## src/rtl/burst_mon_pkg.sv

```systemverilog
// Shared types and helpers for the burst handshake monitor.
// Holds channel state and error enums plus the saturating adder.
package burst_mon_pkg;

  typedef enum logic [1:0] {
    IDLE,
    WAIT_M,
    RUN,
    DRAIN
  } ch_state_e;

  // Bit positions of the per-channel error vector.
  typedef enum logic [1:0] {
    ERR_GRANT,
    ERR_HOLD,
    ERR_WINDOW
  } err_type_e;

  localparam int ERR_N = 3;

  function automatic int max3(input int a, input int b, input int c);
    int m;
    m = (a > b) ? a : b;
    return (m > c) ? m : c;
  endfunction

  function automatic logic [31:0] sat_add(
    input logic [31:0] a,
    input logic [31:0] b,
    input logic [31:0] lim
  );
    logic [32:0] s;
    s = {1'b0, a} + {1'b0, b};
    return (s > {1'b0, lim}) ? lim : s[31:0];
  endfunction

endpackage

```

## src/rtl/burst_ch_fsm.sv

```systemverilog
// One channel of the burst monitor: FSM, window counters, pulse regs.
// Optional grant-latency tracking under BURST_MON_LAT_EN.
module burst_ch_fsm
  import burst_mon_pkg::*;
#(
  parameter int GRANT_MAX = 4,
  parameter int FREE_LEN  = 6,
  parameter int SLAVE_MAX = 8
) (
  input  logic             clk,
  input  logic             rst_n,
  input  logic             burst_enable,
  input  logic             master_busy,
  input  logic             slave_busy,
`ifdef BURST_MON_LAT_EN
  input  logic             clear,
  output logic [3:0]       max_lat,
`endif
  output logic             burst_ok,
  output logic [ERR_N-1:0] err
);

  localparam int MX = max3(GRANT_MAX, SLAVE_MAX, FREE_LEN);
  localparam int CW = $clog2(MX + 1);

  ch_state_e        state_q, state_d;
  logic [CW-1:0]    cnt_q, cnt_d;
  logic [CW-1:0]    run_q, run_d;
  logic             en_q;
  logic             ok_q, ok_d;
  logic [ERR_N-1:0] err_q, err_d;
  logic             both_free;

  assign both_free = ~master_busy & ~slave_busy;

  always_comb begin
    state_d = state_q;
    cnt_d   = cnt_q;
    run_d   = run_q;
    ok_d    = 1'b0;
    err_d   = '0;
    unique case (state_q)
      IDLE: begin
        if (burst_enable && !en_q) begin
          state_d = WAIT_M;
          cnt_d   = '0;
        end
      end
      WAIT_M: begin
        if (!burst_enable) begin
          err_d[ERR_HOLD] = 1'b1;
          state_d         = IDLE;
        end else if (!master_busy) begin
          state_d = RUN;
          cnt_d   = '0;
          run_d   = '0;
        end else if (cnt_q == CW'(GRANT_MAX)) begin
          err_d[ERR_GRANT] = 1'b1;
          state_d          = DRAIN;
        end else begin
          cnt_d = cnt_q + 1'b1;
        end
      end
      RUN: begin
        // cnt_q tracks edges since master-ready while no run has begun
        if (!burst_enable) begin
          err_d[ERR_HOLD] = 1'b1;
          state_d         = IDLE;
        end else if (both_free) begin
          run_d = run_q + 1'b1;
          if (run_d == CW'(FREE_LEN)) begin
            ok_d    = 1'b1;
            state_d = DRAIN;
          end
        end else if (run_q != '0 || cnt_q == CW'(SLAVE_MAX - 1)) begin
          err_d[ERR_WINDOW] = 1'b1;
          state_d           = DRAIN;
        end else begin
          cnt_d = cnt_q + 1'b1;
        end
      end
      DRAIN: begin
        if (!burst_enable) state_d = IDLE;
      end
      default: state_d = IDLE;
    endcase
  end

  always_ff @(posedge clk or negedge rst_n) begin
    if (!rst_n) begin
      state_q <= IDLE;
      cnt_q   <= '0;
      run_q   <= '0;
      en_q    <= 1'b0;
      ok_q    <= 1'b0;
      err_q   <= '0;
    end else begin
      state_q <= state_d;
      cnt_q   <= cnt_d;
      run_q   <= run_d;
      en_q    <= burst_enable;
      ok_q    <= ok_d;
      err_q   <= err_d;
    end
  end

  assign burst_ok = ok_q;
  assign err      = err_q;

`ifdef BURST_MON_LAT_EN
  logic [3:0]  lat_q, lat_d;
  logic [31:0] cnt_w;
  logic [3:0]  lat_new;
  logic        run_entry;

  assign cnt_w     = 32'(cnt_q);
  assign lat_new   = (cnt_w > 32'd15) ? 4'hF : cnt_w[3:0];
  assign run_entry = (state_q == WAIT_M) && burst_enable && !master_busy;

  always_comb begin
    lat_d = lat_q;
    if (clear) lat_d = '0;
    else if (run_entry && lat_new > lat_q) lat_d = lat_new;
  end

  always_ff @(posedge clk or negedge rst_n) begin
    if (!rst_n) lat_q <= '0;
    else        lat_q <= lat_d;
  end

  assign max_lat = lat_q;
`endif

endmodule

```

## src/rtl/burst_protocol_monitor.sv

```systemverilog
// Multi-channel burst handshake monitor with sticky flags and count.
// Define BURST_MON_LAT_EN to add the max_grant_lat output.
module burst_protocol_monitor
  import burst_mon_pkg::*;
#(
  parameter int NUM_CH    = 4,
  parameter int GRANT_MAX = 4,
  parameter int FREE_LEN  = 6,
  parameter int SLAVE_MAX = 8,
  parameter int CNT_W     = 8
) (
  input  logic                clk,
  input  logic                rst_n,
  input  logic [NUM_CH-1:0]   burst_enable,
  input  logic [NUM_CH-1:0]   master_busy,
  input  logic [NUM_CH-1:0]   slave_busy,
  input  logic                clear,
`ifdef BURST_MON_LAT_EN
  output logic [NUM_CH*4-1:0] max_grant_lat,
`endif
  output logic [NUM_CH-1:0]   burst_ok,
  output logic [NUM_CH-1:0]   err_grant,
  output logic [NUM_CH-1:0]   err_hold,
  output logic [NUM_CH-1:0]   err_window,
  output logic [NUM_CH-1:0]   err_sticky,
  output logic [CNT_W-1:0]    viol_count
);

  localparam logic [31:0] CNT_MAX = (32'd1 << CNT_W) - 32'd1;

  logic [ERR_N-1:0]  err_w [NUM_CH];
  logic [NUM_CH-1:0] errs;
  logic [NUM_CH-1:0] sticky_q, sticky_d;
  logic [CNT_W-1:0]  cnt_q, cnt_d;
  logic [31:0]       pop;

  for (genvar i = 0; i < NUM_CH; i++) begin : g_ch
    burst_ch_fsm #(
      .GRANT_MAX (GRANT_MAX),
      .FREE_LEN  (FREE_LEN),
      .SLAVE_MAX (SLAVE_MAX)
    ) u_ch (
      .clk          (clk),
      .rst_n        (rst_n),
      .burst_enable (burst_enable[i]),
      .master_busy  (master_busy[i]),
      .slave_busy   (slave_busy[i]),
`ifdef BURST_MON_LAT_EN
      .clear        (clear),
      .max_lat      (max_grant_lat[i*4 +: 4]),
`endif
      .burst_ok     (burst_ok[i]),
      .err          (err_w[i])
    );
    assign err_grant[i]  = err_w[i][ERR_GRANT];
    assign err_hold[i]   = err_w[i][ERR_HOLD];
    assign err_window[i] = err_w[i][ERR_WINDOW];
  end

  assign errs = err_grant | err_hold | err_window;

  // Accounting follows the visible pulses, so clear in the same cycle wins.
  always_comb begin
    pop = '0;
    for (int i = 0; i < NUM_CH; i++) pop = pop + 32'(errs[i]);
    sticky_d = clear ? '0 : (sticky_q | errs);
    cnt_d    = clear ? '0 : CNT_W'(sat_add(32'(cnt_q), pop, CNT_MAX));
  end

  always_ff @(posedge clk or negedge rst_n) begin
    if (!rst_n) begin
      sticky_q <= '0;
      cnt_q    <= '0;
    end else begin
      sticky_q <= sticky_d;
      cnt_q    <= cnt_d;
    end
  end

  assign err_sticky = sticky_q;
  assign viol_count = cnt_q;

endmodule
```

## config.mk

```make
export PLATFORM = sky130hd
export DESIGN_NAME = burst_protocol_monitor
export DESIGN_NICKNAME = d
export VERILOG_FILES = /design/src/rtl/burst_mon_pkg.sv /design/src/rtl/burst_ch_fsm.sv /design/src/rtl/burst_protocol_monitor.sv
export SDC_FILE = /design/constraint.sdc
export NUM_CORES = 1
export LEC_CHECK = 0
export BUFFER_PORTS_ARGS = -buffer_cell sky130_fd_sc_hd__buf_2
export CORE_MARGIN = 3
export CORE_UTILIZATION = 38
export DETAILED_ROUTE_END_ITERATION = 10
export SKIP_CTS_REPAIR_TIMING = 1
export SLEW_MARGIN = 20
export SYNTH_ARGS = -nofsm -noshare
export SYNTH_HDL_FRONTEND = slang
export SYNTH_HIERARCHICAL = 1
export SYNTH_SLANG_ARGS = --single-unit
```

## constraint.sdc

```tcl
create_clock -name clk -period 2.8 [get_ports clk]
set_clock_uncertainty 0.05 [all_clocks]
set_input_delay 0.42 -clock clk [delete_from_list [all_inputs] [get_ports clk]]
set_output_delay 0.42 -clock clk [all_outputs]
set_load 0.02 [all_outputs]
```

Word-level counts from Yosys, hierarchy flattened --
Index checks and enable logic that the tools add are counted.
Cells by class: $add $sub $neg 12, $lt $le $gt $ge 1, equality and inequality tests 72, muxes and demuxes 151, bitwise logic cells 15, reduce and logical (&&, ||, !) cells 44
Operators with widths (count):
- $mux W4 | 45
- $mux W2 | 36
- $mux W1 | 56
- $eq A4 B3 Y1 const B | 12
- $ne A2 B2 Y1 const B | 24
- $pmux W4 S3 | 4
- $reduce_and A5 Y1 | 8
- $add A4 B1 Y4 const B | 8
- $pmux W2 S4 | 4
- $pmux W4 S2 | 4
- $reduce_and A7 Y1 | 4
- $eq A2 B2 Y1 const B | 8
- $mux W8 | 2
- $ne A2 B1 Y1 const B | 8
- $ne A4 B2 Y1 const B | 4
- $ne A4 B3 Y1 const B | 4
- $ne A4 B4 Y1 const B | 4
- $reduce_bool A4 Y1 | 4
- $ne A3 B3 Y1 const B | 4
- $or A4 B4 Y4 | 3
- $reduce_bool A3 Y1 | 4
- $add A8 B4 Y9 | 1
- $gt A9 B8 Y1 const B | 1
- $eq A2 B1 Y1 const B | 4
- 11 further kinds | 39
Word-level totals: flip-flop bits (word level) 72, input port bits 15, output and inout bits 28, word-level logic and storage cells 321

Depth between registers and ports, before layout --
depth in word-level cells 9, mapped depth 8, gate-level depth less buffers 8

By module --
The synthesis kept the hierarchy.
By module, submodules not included:
- burst_ch_fsm (g_ch[1].u_ch ...) | instances 2, cells each 91, area an instance 958.4 µm², seq. area each 375.4 µm²
- burst_ch_fsm (g_ch[0].u_ch) | instances 1, cells each 93, area an instance 959.7 µm², seq. area each 375.4 µm²
- burst_ch_fsm (g_ch[3].u_ch) | instances 1, cells each 93, area an instance 947.2 µm², seq. area each 375.4 µm²
- burst_protocol_monitor | instances 1, cells each 59, area an instance 621.8 µm², seq. area each 300.3 µm²

Worst setup path after synthesis --
No wires, ideal clock.
path type register -> register, start point register g_ch[0].u_ch.err_q[2], end point register cnt_q[7], in the netlist viol_count[7], data arrival time 2.599 ns, required time 2.630 ns, path slack 0.030 ns, stages on the path, launching flop included 8, buffers on the path 0, period minus slack after synthesis 2.770 ns, cell sequence dfrtp_1 > nor3_1 > fa_1 > inv_1 > fa_1 > fa_1 > or4_1 > o211a_1
Between the ends: cells in the longest elaborated chain, start to end 8
RTL lines:
- start, declared | RTL line burst_ch_fsm.sv:31 | logic [ERR_N-1:0] err_q, err_d;
- start signal, assigned | RTL line burst_ch_fsm.sv:103 | err_q <= err_d;
- $or A4 B4 Y4 (*) | RTL line burst_protocol_monitor.sv:60 | assign errs = err_grant | err_hold | err_window;
- $add A1 B1 Y2 (*) | RTL line burst_protocol_monitor.sv:65 | for (int i = 0; i < NUM_CH; i++) pop = pop + 32'(errs[i]);
- $add A2 B1 Y3 (*) | RTL line burst_protocol_monitor.sv:65
- $add A3 B1 Y4 (*) | RTL line burst_protocol_monitor.sv:65
- $add A8 B4 Y9 (*) | RTL line burst_mon_pkg.sv:33 | s = {1'b0, a} + {1'b0, b};
- $gt A9 B8 Y1 | RTL line burst_mon_pkg.sv:34 | return (s > {1'b0, lim}) ? lim : s[31:0];
- $mux W8 (*) | RTL line burst_mon_pkg.sv:34
- $mux W8 (*) | RTL line burst_protocol_monitor.sv:67 | cnt_d = clear ? '0 : CNT_W'(sat_add(32'(cnt_q), pop, CNT_MAX));
- named net cnt_d[7] | RTL line burst_protocol_monitor.sv:34 | logic [CNT_W-1:0] cnt_q, cnt_d;
- end signal, assigned | RTL line burst_protocol_monitor.sv:76 | cnt_q <= cnt_d;
- end, declared | RTL line burst_protocol_monitor.sv:34
Mark *: on every way through the listed nets, which the timed path passes. The rest lies on a longest branch. A chain may end at the register's enable or synchronous reset.

Final worst setup path --
Same ends and word-level chain as after synthesis.

==> metrics <==
outcome=finished, final reports clean; Synth Flop Type=dfrtp_1; clock transition at the registers of the reported paths=0.06 ns; CP Launch Type=flip-flop; setup violators final=0; CP max FO=3; syn_nets=486; Netlist cell types=67; DRT Pass-1 Iters=6; area grow syn2layout=16.1%; area of the mapped netlist=4450 um^2; Worst Tran Pin Value=0.915 ns; Max-slew headroom=0.390; placed instance area=4830 um^2; Final Hold Vio Count=0; CTS Root Cell=clkbuf_16; 1st-iter DRT viols=124; global-route wire length before repair=15000 um; H-tree depth=3; # DRC=0; ANT nets after route=0; Leakage=0.00247 uW; Post-synth EDFFs=0; Final Max Tran Viols=0; Fill cells=1061; Pwr per Cell Area=826 nW/um^2; worst skew pair latency=0.33 ns; largest net degree at the start of global routing=73; Wirelength per Cell=14.3 um; CP arrival=2.84 ns; Placement Setup Slack=0.000824 ns; final WL=8940 um; register area share after synthesis=0.405; design internal power=2700 uW; final setup TNS=0 ns; top achievable clock speed=0.375 GHz; number of global-route vias before repair=3209; Crit Path Class=reg -> reg; ys async rst share=1.00; path type of the worst min-delay path=in -> async; initial antenna violation count=0; die height=114 um; clock buffer count from CTS=9; gpl congestion=0.791; FP Rows=38; Final Cell Area=5160 um^2; Via-to-Cell Ratio=5.30; Nets=539; # diodes=0; VDD IR max=0.000472 V; setup slack after layout=0.130 ns; total gr overflow=0; CTS tree=built; chip width=114 um; RSZ-0062 raised after global routing=false; CP Capture Type=flip-flop; GRT Overall Usage=0.143; clock sink total=72; initial core utilization=0.400; final cycle utilization of the critical path=0.954; fin crit period=2.67 ns; CTS Buffer Depth=2; PortBufs=42; flops & latches, synth=72; MaxCap Viol Count=0; final hold slack=0.170 ns; Seq pwr share=0.324; Net Sw Frac=0.366; synth warn=6; Critical Path RT=2.97 ns; placed wire-length estimate=6530 um; routed vias=3314; DIE AREA=13000 um^2; I/O pins=43; Avg Cell Area, Syn=10.4 um^2; Gate power share=0.394; core footprint=11100 um^2; layout cell share with drive strength beyond 1=0.184; Net Switching=1560 uW; Cells after Synth=427; clock network fraction of total power=0.282
-- power by group through the flow --
stage	Sequential (uW)	Combinational [uW]	Clock (uW)
2_1_floorplan	1450	1190	0
3_3_place_gp	1390	1630	0
3_5_place_dp	1400	1660	0
4_1_cts	1380	1670	1250
5_1_grt	1410	1910	1290
6_report	1380	1680	1200
-- registers in the layout, indices dropped and copies added (netlist names) --
name and count:
g_ch.u_ch/en_q 4, viol_count 8, err_sticky 4, g_ch.u_ch/err 12, g_ch.u_ch/burst_ok 4, g_ch.u_ch/run_q 16
g_ch.u_ch/state_q 8, g_ch.u_ch/cnt_q 16
-- stage by stage --
stage	cells	util	total power, uW
after floorplan	427	-	2630
after global placement	608	0.434	3020
after detailed placement	608	0.434	3050
after CTS	624	0.463	4300
after global routing	625	0.464	4610
final	625	0.464	4260
-- synthesized netlist by cell type (3+ instances only) --
master     count  area, um^2
a211o_1        3        26.3
o21ai_0       19        95.1
or2_1          3        18.8
nand2_1       25        93.8
o21ai_1        5        25.0
nand3_1       14        70.1
nor3b_1        5        37.5
and2_1         6        37.5
o31ai_2        3        37.5
mux2_4         3        45.0
nor3_1        11        55.1
nand4bb_1      6        67.6
a21oi_1       11        55.1
nand4_1        5        31.3
mux2i_1       11         110
a21o_1         3        22.5
o211a_1        6        60.1
and3b_1        5        43.8
nand3b_1      12        90.1
a21boi_0       6        45.0
ha_1          41         513
fa_1           3        60.1
nand2b_1       6        37.5
o21ba_1        3        30.0
xor2_1         4        35.0
inv_1         42         158
a22o_1         4        35.0
a31oi_1        7        43.8
o2bb2ai_1      3        26.3
nor2b_1        4        25.0
o21a_1         3        22.5
dfrtp_1       72        1800
o31ai_1        3        22.5
or3_1          8        50.1
o21ba_2        4        40.0
nor2_1        13        48.8
-- layout by cell type (no fill, tap or decap), types with 8 or more instances in the layout --
master and n:
a21oi_1 11, buf_2 41, clkbuf_16 9, dfrtp_1 72
ha_1 41, inv_1 42, mux2i_1 11, nand2_1 25
nand3_1 14, nand3b_1 12, nor2_1 13, nor3_1 11
o21ai_0 19, or3_1 8
-- area by class of cell --
type | count | area [um^2] | area share
multi-input cells | 311 | 2480 | 0.481
inverters | 42 | 158 | 0.0305
well taps | 140 | 175 | 0.0339
flip-flops and latches | 72 | 1800 | 0.349
repair buffers | 44 | 228 | 0.0441
clock buffers | 12 | 267 | 0.0516
clock inverters | 4 | 51.3 | 0.00994
-- layer usage --
metal	vias up	GRT usage	wire length (um)
met4	0	0.0412	114
met3	9	0.0476	454
met1	1592	0.183	4390
met2	54	0.231	3990
li1	1659	-	-
met5	-	0	0
-- final timing paths --
check	start	end	slack, ns	depth (start not counted)
hold / removal	rst_n	g_ch[2].u_ch/state_q[1]	0.17	1
min in group clk	burst_enable[0]	g_ch[0].u_ch/en_q	0.23	1
setup / recovery	g_ch[0].u_ch/err[2]	viol_count[7]	0.13	8
hold reg to reg	err_sticky[3]	err_sticky[3]	0.44	1
setup reg to reg	g_ch[0].u_ch/err[2]	viol_count[7]	0.13	8
max in group asynchronous	rst_n	g_ch[1].u_ch/err[0]	1.93	1
-- worst max-delay path, cell delays in order, from the launching register on --
cell     delay, ns
dfrtp_1       0.34
nor3_1        0.05
buf_4         0.14
fa_1          0.51
inv_1         0.06
fa_2          0.37
fa_2          0.38
or4_1         0.52
o211a_1       0.13
-- cells by family (layout without fill, tap and decap cells) --
family / Yosys count / after routing / share of synthesized area
mux: 16 / 16 / 0.0400
xor+xnor: 5 / 5 / 0.00985
flops: 72 / 72 / 0.405
buf+inv: 44 / 102 / 0.0374
simple gates: 140 / 140 / 0.194
fa+ha+maj: 44 / 44 / 0.129
compound gates: 106 / 106 / 0.184
Note: power is estimated with default switching activity, not from simulation.
